### src/rtl/magnetron_sequencer.sv
// Microwave magnetron sequencer: start/pause/stop/door handling with a seconds countdown,
// driving a downstream SR latch through single-cycle S/R pulses.
module magnetron_sequencer #(
    parameter int CLK_PER_SEC = 50000000
) (
    input  logic        clk,
    input  logic        rst,
    input  logic        start,
    input  logic        stop,
    input  logic        door_closed,
    input  logic [11:0] time_in,
    output logic        S,
    output logic        R,
    output logic [11:0] time_left,
    output logic        done,
    output logic [1:0]  state
);

    localparam int PW = (CLK_PER_SEC > 2) ? $clog2(CLK_PER_SEC) : 1;
    localparam logic [PW-1:0] PRE_MAX  = PW'(CLK_PER_SEC - 1);
    localparam logic [11:0]   MAX_TIME = 12'd3599;

    localparam logic [1:0] ST_IDLE   = 2'd0;
    localparam logic [1:0] ST_COOK   = 2'd1;
    localparam logic [1:0] ST_PAUSED = 2'd2;
    localparam logic [1:0] ST_DONE   = 2'd3;

    logic [1:0]    state_q, state_d;
    logic [11:0]   time_left_q, time_left_d;
    logic [PW-1:0] prescaler_q, prescaler_d;
    logic          s_q, s_d;
    logic          r_q, r_d;
    logic          done_q, done_d;
    logic          start_q, stop_q;
    logic          start_edge_s, stop_edge_s;

    assign start_edge_s = start & ~start_q;
    assign stop_edge_s  = stop & ~stop_q;

    // Next-state logic; priority in COOKING is stop, then door open, then terminal count.
    always_comb begin
        state_d     = state_q;
        time_left_d = time_left_q;
        prescaler_d = prescaler_q;
        s_d         = 1'b0;
        r_d         = 1'b0;
        case (state_q)
            ST_IDLE: begin
                if (start_edge_s && door_closed && (time_in != 12'd0)) begin
                    state_d     = ST_COOK;
                    time_left_d = (time_in > MAX_TIME) ? MAX_TIME : time_in;
                    prescaler_d = '0;
                    s_d         = 1'b1;
                end else begin
                    state_d = ST_IDLE;
                end
            end
            ST_COOK: begin
                if (stop_edge_s) begin
                    state_d     = ST_IDLE;
                    time_left_d = 12'd0;
                    prescaler_d = '0;
                    r_d         = 1'b1;
                end else if (!door_closed) begin
                    state_d = ST_PAUSED;
                    r_d     = 1'b1;
                end else if (prescaler_q == PRE_MAX) begin
                    prescaler_d = '0;
                    // <= 1 rather than == 1 so a zero count can never wrap around
                    if (time_left_q <= 12'd1) begin
                        time_left_d = 12'd0;
                        state_d     = ST_DONE;
                        r_d         = 1'b1;
                    end else begin
                        time_left_d = time_left_q - 12'd1;
                    end
                end else begin
                    prescaler_d = prescaler_q + PW'(1);
                end
            end
            ST_PAUSED: begin
                if (stop_edge_s) begin
                    state_d     = ST_IDLE;
                    time_left_d = 12'd0;
                    prescaler_d = '0;
                end else if (start_edge_s && door_closed) begin
                    state_d = ST_COOK;
                    s_d     = 1'b1;
                end else begin
                    state_d = ST_PAUSED;
                end
            end
            ST_DONE: begin
                if (stop_edge_s || !door_closed) begin
                    state_d = ST_IDLE;
                end else begin
                    state_d = ST_DONE;
                end
            end
            default: begin
                state_d     = ST_IDLE;
                time_left_d = 12'd0;
                prescaler_d = '0;
            end
        endcase
        done_d = (state_d == ST_DONE);
    end

    // State and registered outputs; button history resets high so held buttons give no edge.
    always_ff @(posedge clk or posedge rst) begin
        if (rst) begin
            state_q     <= ST_IDLE;
            time_left_q <= 12'd0;
            prescaler_q <= '0;
            s_q         <= 1'b0;
            r_q         <= 1'b0;
            done_q      <= 1'b0;
            start_q     <= 1'b1;
            stop_q      <= 1'b1;
        end else begin
            state_q     <= state_d;
            time_left_q <= time_left_d;
            prescaler_q <= prescaler_d;
            s_q         <= s_d;
            r_q         <= r_d;
            done_q      <= done_d;
            start_q     <= start;
            stop_q      <= stop;
        end
    end

    assign S         = s_q;
    assign R         = r_q;
    assign time_left = time_left_q;
    assign done      = done_q;
    assign state     = state_q;

endmodule

### config.mk
export PLATFORM = sky130hd
export DESIGN_NAME = magnetron_sequencer
export DESIGN_NICKNAME = d
export VERILOG_FILES = /design/src/rtl/magnetron_sequencer.sv
export SDC_FILE = /design/constraint.sdc
export NUM_CORES = 1
export LEC_CHECK = 0
export ABC_AREA = 1
export BUFFER_PORTS_ARGS = -buffer_cell sky130_fd_sc_hd__clkbuf_2
export CORE_ASPECT_RATIO = 0.7
export CORE_UTILIZATION = 59
export CTS_CLUSTER_SIZE = 30
export DETAILED_ROUTE_END_ITERATION = 8
export PLACE_DENSITY = 0.8
export SLEW_MARGIN = 0
export SYNTH_ARGS = -nofsm -noshare
export SYNTH_HDL_FRONTEND = slang
export SYNTH_SLANG_ARGS = --single-unit
### constraint.sdc
create_clock -name clk -period 2.14 [get_ports clk]
set_input_delay 0.428 -clock clk [delete_from_list [all_inputs] [get_ports clk]]
set_output_delay 0.428 -clock clk [all_outputs]
set_load 0.05 [all_outputs]
After elaboration in Yosys (flattened, before gate mapping). Index checks and enable logic that the tools add are counted.

Reductions and logical operators: 9. Muxes and demuxes: 32. Order comparisons: 2. Eq/ne operators: 9. Bitwise operators: 4. Add/subtract/negate cells: 2.

Operators with widths (number): 26-bit 2-to-1 mux (5); 12-bit 2-to-1 mux (7); 26-bit case mux with 3 select lines (1); 12-bit case mux with 3 select lines (1); 26-bit by 1-bit adder with 26-bit output, second input constant (1); 26-bit equality test, second input constant (1); 2-bit 2-to-1 mux (7); 12-bit > comparator, second input constant (1); 12-bit by 1-bit less-or-equal comparator with 1-bit output, second input constant (1); 12-bit nonzero test (1); 12-bit by 1-bit subtractor with 12-bit output, second input constant (1); 1-bit 2-to-1 mux (9); 2-bit case mux with 4 select lines (1); 2-bit equality test, second input constant (3); 3-bit != test, second input constant (2); 5-bit AND reduction (1); 2-bit != test, second input constant (2); 4-bit AND reduction (1); 3-bit nonzero test (1); 1-bit AND (2); 2-bit by 1-bit equality test with 1-bit output, second input constant (1); 1-bit logical AND (2); 2-bit zero test (1); 1-bit NOT (2); 3 further kinds (3).

Output and inout bits: 17. Register bits: 45. Input bits: 17.

Depth between registers and ports, before layout.
Depth in word-level cells: 7. Depth in mapped cells: 13. Depth with buffers taken out: 13.

Worst setup path before layout. Ideal clock, no wire load.

Path type: register to register. Start: register state_q[1] (netlist: state[1]). End: register time_left_q[11] (netlist: time_left[11]). Period minus slack after synthesis: 2.121 ns. Arrival time: 2.003 ns. Required time: 2.022 ns. Cell stages (with the launch flop): 12. Path slack: 0.019 ns. Cell sequence: dfrtp_1 inv_1 ha_1 nand2_1 nor2_1 nor3_4 nand2_4 inv_4 nand2_8 buf_6 nand2_1 nand2_1.

Cells in the longest elaborated chain, start to end: 3. Elaborated cells between the ends (all ways): 10.

RTL lines: start, declared (RTL line 28) `logic [1:0] state_q, state_d;`; start signal, assigned (RTL line 121) `state_q <= state_d;`; 2-bit by 1-bit equality test with 1-bit output, or another cell as far along (RTL line 47) `case (state_q)`; 3-bit != test (no source line), or another cell as far along; 5-bit AND reduction (no source line); end signal, assigned (RTL line 122) `time_left_q <= time_left_d;`; end, declared (RTL line 29) `logic [11:0] time_left_q, time_left_d;`.

Several ways; a longest one is shown, not always the timed one. A chain may end at the register's enable or synchronous reset.

Worst setup path after layout.
Start: register state_q[1] (netlist: state[1]). End: register prescaler_q[3].

Cells in the longest elaborated chain, start to end: 3. Elaborated cells between the ends (all ways): 9.

RTL lines: 2-bit by 1-bit equality test with 1-bit output, or another cell as far along (RTL line 47); 3-bit != test (no source line), or another cell as far along; 4-bit AND reduction (no source line); end signal, assigned (RTL line 123) `prescaler_q <= prescaler_d;`; end, declared (RTL line 30) `logic [PW-1:0] prescaler_q, prescaler_d;`.

Several ways; a longest one is shown, not always the timed one.

==> flow_summary.json <==
{
  "n_antenna_cell": 0,
  "dieArea_um2": 5720,
  "grt_overflow": 0,
  "final_antenna_net_count": 0,
  "cp-startpoint": "state[1]$_DFF_PP0_",
  "clock_skew_ps": 10.9,
  "layout-drive-gt1-share_pct": 14.2,
  "slew_headroom_pct": 67.9,
  "netlist_instances": 486,
  "p_total_uw": 3590,
  "synthMuxAreaShare_pct": 0,
  "critical_path_class": "register to register",
  "met1_usage_pct": 48.1,
  "cts_buffers": 5,
  "rsz0062_at_grt": "false",
  "start_util_pct": 64.0,
  "finalWorstPathRequiredPeriod_ps": 2030,
  "multi_input_area_um2": 1730,
  "endpoint_kind": "register",
  "totalWireLength_um": 8260,
  "max_cap_viol_count": 0,
  "synthAdderAreaFrac_pct": 3.13,
  "cellLeakagePower_uw": 0.00176,
  "crit_family": "simple AND/OR/NAND/NOR gates",
  "rrSetupSlack_ps": 110,
  "setup_viol": 0,
  "cp_num_buf_inv": 2,
  "critical_path.slowest_cell": "dfrtp_2",
  "place_inst": 589,
  "utilization_pct": 71.7,
  "track_usage_pct": 31.4,
  "synth.avg_cell_area_um2": 6.57,
  "htreeDepth": 2,
  "path_depth": 10,
  "seq_area_frac_synth_pct": 35.3,
  "num-nets-final": 552,
  "yosys.area_share.simple_pct": 40.5,
  "fillCellCount": 428,
  "synth.net_count": 511,
  "tns_ps": 0,
  "grt_pass1_wl_um": 14100,
  "grt_pass1_vias": 2950,
  "synth_compound_area_share_pct": 8.23,
  "drcViolationCount": 0,
  "fmax_mhz": 492,
  "grt_max_degree": 25,
  "clkSinkCount": 45,
  "post_cts_buffers": 0,
  "io-pin-count": 34,
  "slowest_delay_ps": 430,
  "ir_drop_mv": 0.986,
  "crit_chain": "inv_1 > ha_1 > nand2_1 > nor2_1 > nor3_4 > nand2_4 > buf_4 > o21ai_0 > nand2_1 > nor2_1",
  "critPathLaunchType": "register",
  "clk_transition_reported_paths_ps": 90,
  "cp_data_required_time_ps": 2370,
  "antenna_found_initial": 0,
  "slew_violations": 0,
  "timing.rr.end": "prescaler_q[3]$_DFFE_PP0P_",
  "r2r_start": "state[1]$_DFF_PP0_",
  "coreArea_um2": 4990,
  "cts_tree": "done",
  "use_met2_pct": 44.7,
  "synth_seq_cells": 45,
  "rows": 21,
  "drt_iter0_markers": 457,
  "r2r_cells": 10,
  "wl_per_cell_um": 13.8,
  "crit_end": "prescaler_q[3]$_DFFE_PP0P_",
  "die_x_um": 89.9,
  "portBuffers": 33,
  "top_usage_layer": "met1",
  "cts_root_buf": "clkbuf_8",
  "hold_violations": 0,
  "avgViaCountPerCell": 5.50,
  "die_h_um": 63.6,
  "yosys_warnings": 0,
  "crit_arrival_ps": 2270,
  "dr_total_vias": 3286,
  "synth_xor_xnor_area_share_pct": 2.19,
  "cp_max_fo": 17,
  "syn_area_um2": 3190,
  "hpwlAfterDp_um": 6520,
  "worst_hold_path_type": "input pin to asynchronous set/reset pin",
  "use_met3_pct": 6.76,
  "gp_congestion": 1.00,
  "synthToLayoutAreaGrowth_pct": 12.0,
  "worst_pin_slew_ps": 480,
  "dr.pass1.iters": 5,
  "min_period_over_period_pct": 95.0,
  "synth_top_family_by_area": "simple AND/OR/NAND/NOR gates",
  "ff_latch_area_um2": 1130,
  "fin_cells": 597,
  "clk_latency_ps": 300,
  "power.density_nw_per_um2": 1000,
  "cts_buffer_depth": 2,
  "status": "finished clean",
  "synthDistinctLibCells": 38
}
metal layers:
layer	vias to the layer above	wire (um)	part of all wire [%]
li1	1607	-	-
met1	1496	4050	49
met2	168	3250	39
met3	15	862	10
met4	0	99	1.2
met5	-	0	0
where the power goes:
| group | total, uW | switching [uW] | internal [uW] | leakage [uW] |
|---|---|---|---|---|
| registers | 1130 | 147 | 988 | 0.000601 |
| clock network | 589 | 297 | 292 | 0.0000542 |
| logic | 1870 | 1380 | 483 | 0.00111 |
sequential cells by signal, indices dropped and copies added (netlist names):
signal       count
R                1
S                1
done             1
prescaler_q     26
start_q          1
state            2
stop_q           1
time_left       12
stage by stage:
step | cell area, um^2 | worst slack (ps) | hold slack, ps
finish | 3580 | 106 | 118
global route | 3580 | 19.2 | 155
CTS | 3570 | 125 | 133
detailed placement | 3470 | 141 | 462
global placement | 3470 | 105 | 460
floorplan | 3190 | 19.0 | 432
final cells by class:
| type | instances | share of cell area (%) |
|---|---|---|
| multi-input combinational | 360 | 48.4 |
| clock buffer | 7 | 2.69 |
| sequential | 45 | 31.6 |
| inverter | 74 | 8.08 |
| clock inverter | 1 | 0.140 |
| tap | 69 | 2.41 |
| timing repair buffer | 41 | 6.65 |
cell usage after synthesis:
cell | number | area share, %
o21ai_1 | 5 | 0.78
nor3_2 | 1 | 0.31
or2_2 | 1 | 0.20
nand4_1 | 17 | 3.3
buf_8 | 1 | 0.47
xnor2_1 | 3 | 0.82
o31ai_1 | 2 | 0.47
dfrtp_1 | 43 | 34
nand2_4 | 1 | 0.35
clkinv_1 | 1 | 0.12
inv_2 | 1 | 0.12
nand3b_1 | 1 | 0.24
xor2_1 | 5 | 1.4
nand2_1 | 138 | 16
nor3_1 | 8 | 1.3
clkinv_2 | 1 | 0.16
ha_1 | 8 | 3.1
inv_4 | 1 | 0.20
nand2_8 | 1 | 0.63
nand3_4 | 1 | 0.55
a21oi_1 | 8 | 1.3
and3_1 | 2 | 0.39
nor3_4 | 1 | 0.51
nand2_2 | 4 | 0.78
nand3_1 | 30 | 4.7
nor4_1 | 1 | 0.20
buf_2 | 3 | 0.47
nor2_2 | 2 | 0.39
nor3b_1 | 1 | 0.24
clkbuf_1 | 2 | 0.24
nor2_4 | 2 | 0.71
o21a_1 | 1 | 0.24
inv_8 | 1 | 0.35
buf_6 | 1 | 0.35
o21ai_0 | 35 | 5.5
dfstp_2 | 2 | 1.6
inv_1 | 69 | 8.1
nor2_1 | 81 | 9.5
worst min-delay path by stage:
stage,from,endpoint,slack [ps],cells past startpoint
final,rst,prescaler_q[5]$_DFFE_PP0P_,120,2
after floorplan,start,start_q$_DFF_PP1_,430,0
after global placement,rst,S$_DFF_PP0_,460,2
after CTS,rst,prescaler_q[5]$_DFFE_PP0P_,130,2
after detailed placement,rst,state[1]$_DFF_PP0_,460,2
after global routing,rst,prescaler_q[14]$_DFFE_PP0P_,150,2
cell usage in the layout, fill, tap and decap left out, types with 7 or more instances in the layout:
| master | synthesis | final |
|---|---|---|
| nand3_1 | 30 | 30 |
| clkbuf_8 | 0 | 7 |
| nor3_1 | 8 | 8 |
| a21oi_1 | 8 | 8 |
| dfrtp_1 | 43 | 41 |
| inv_1 | 69 | 67 |
| nor2_1 | 81 | 81 |
| clkbuf_2 | 0 | 33 |
| ha_1 | 8 | 7 |
| nand2_1 | 138 | 137 |
| o21ai_0 | 35 | 35 |
| buf_4 | 0 | 7 |
| nand4_1 | 17 | 17 |
cell families (layout without fill, tap and decap cells):
logic type,count (synthesis),after routing
xor+xnor,8,8
compound gates,51,51
fa+ha+maj,8,8
flops,45,45
buf+inv,81,123
simple gates,293,293
worst reg2reg max path, stage by stage (launching register included):
cell	delay (ps)
dfrtp_2	430
inv_1	100
ha_1	200
nand2_1	120
nor2_1	80
nor3_4	170
nand2_4	130
buf_4	220
o21ai_0	250
nand2_1	130
nor2_1	140
repair_timing:
action,4_1_cts,5_1_grt
setup endpoints to repair,0,14
resized for setup,0,5
hold buffers,0,0
Power figures use the tool's default switching activity.
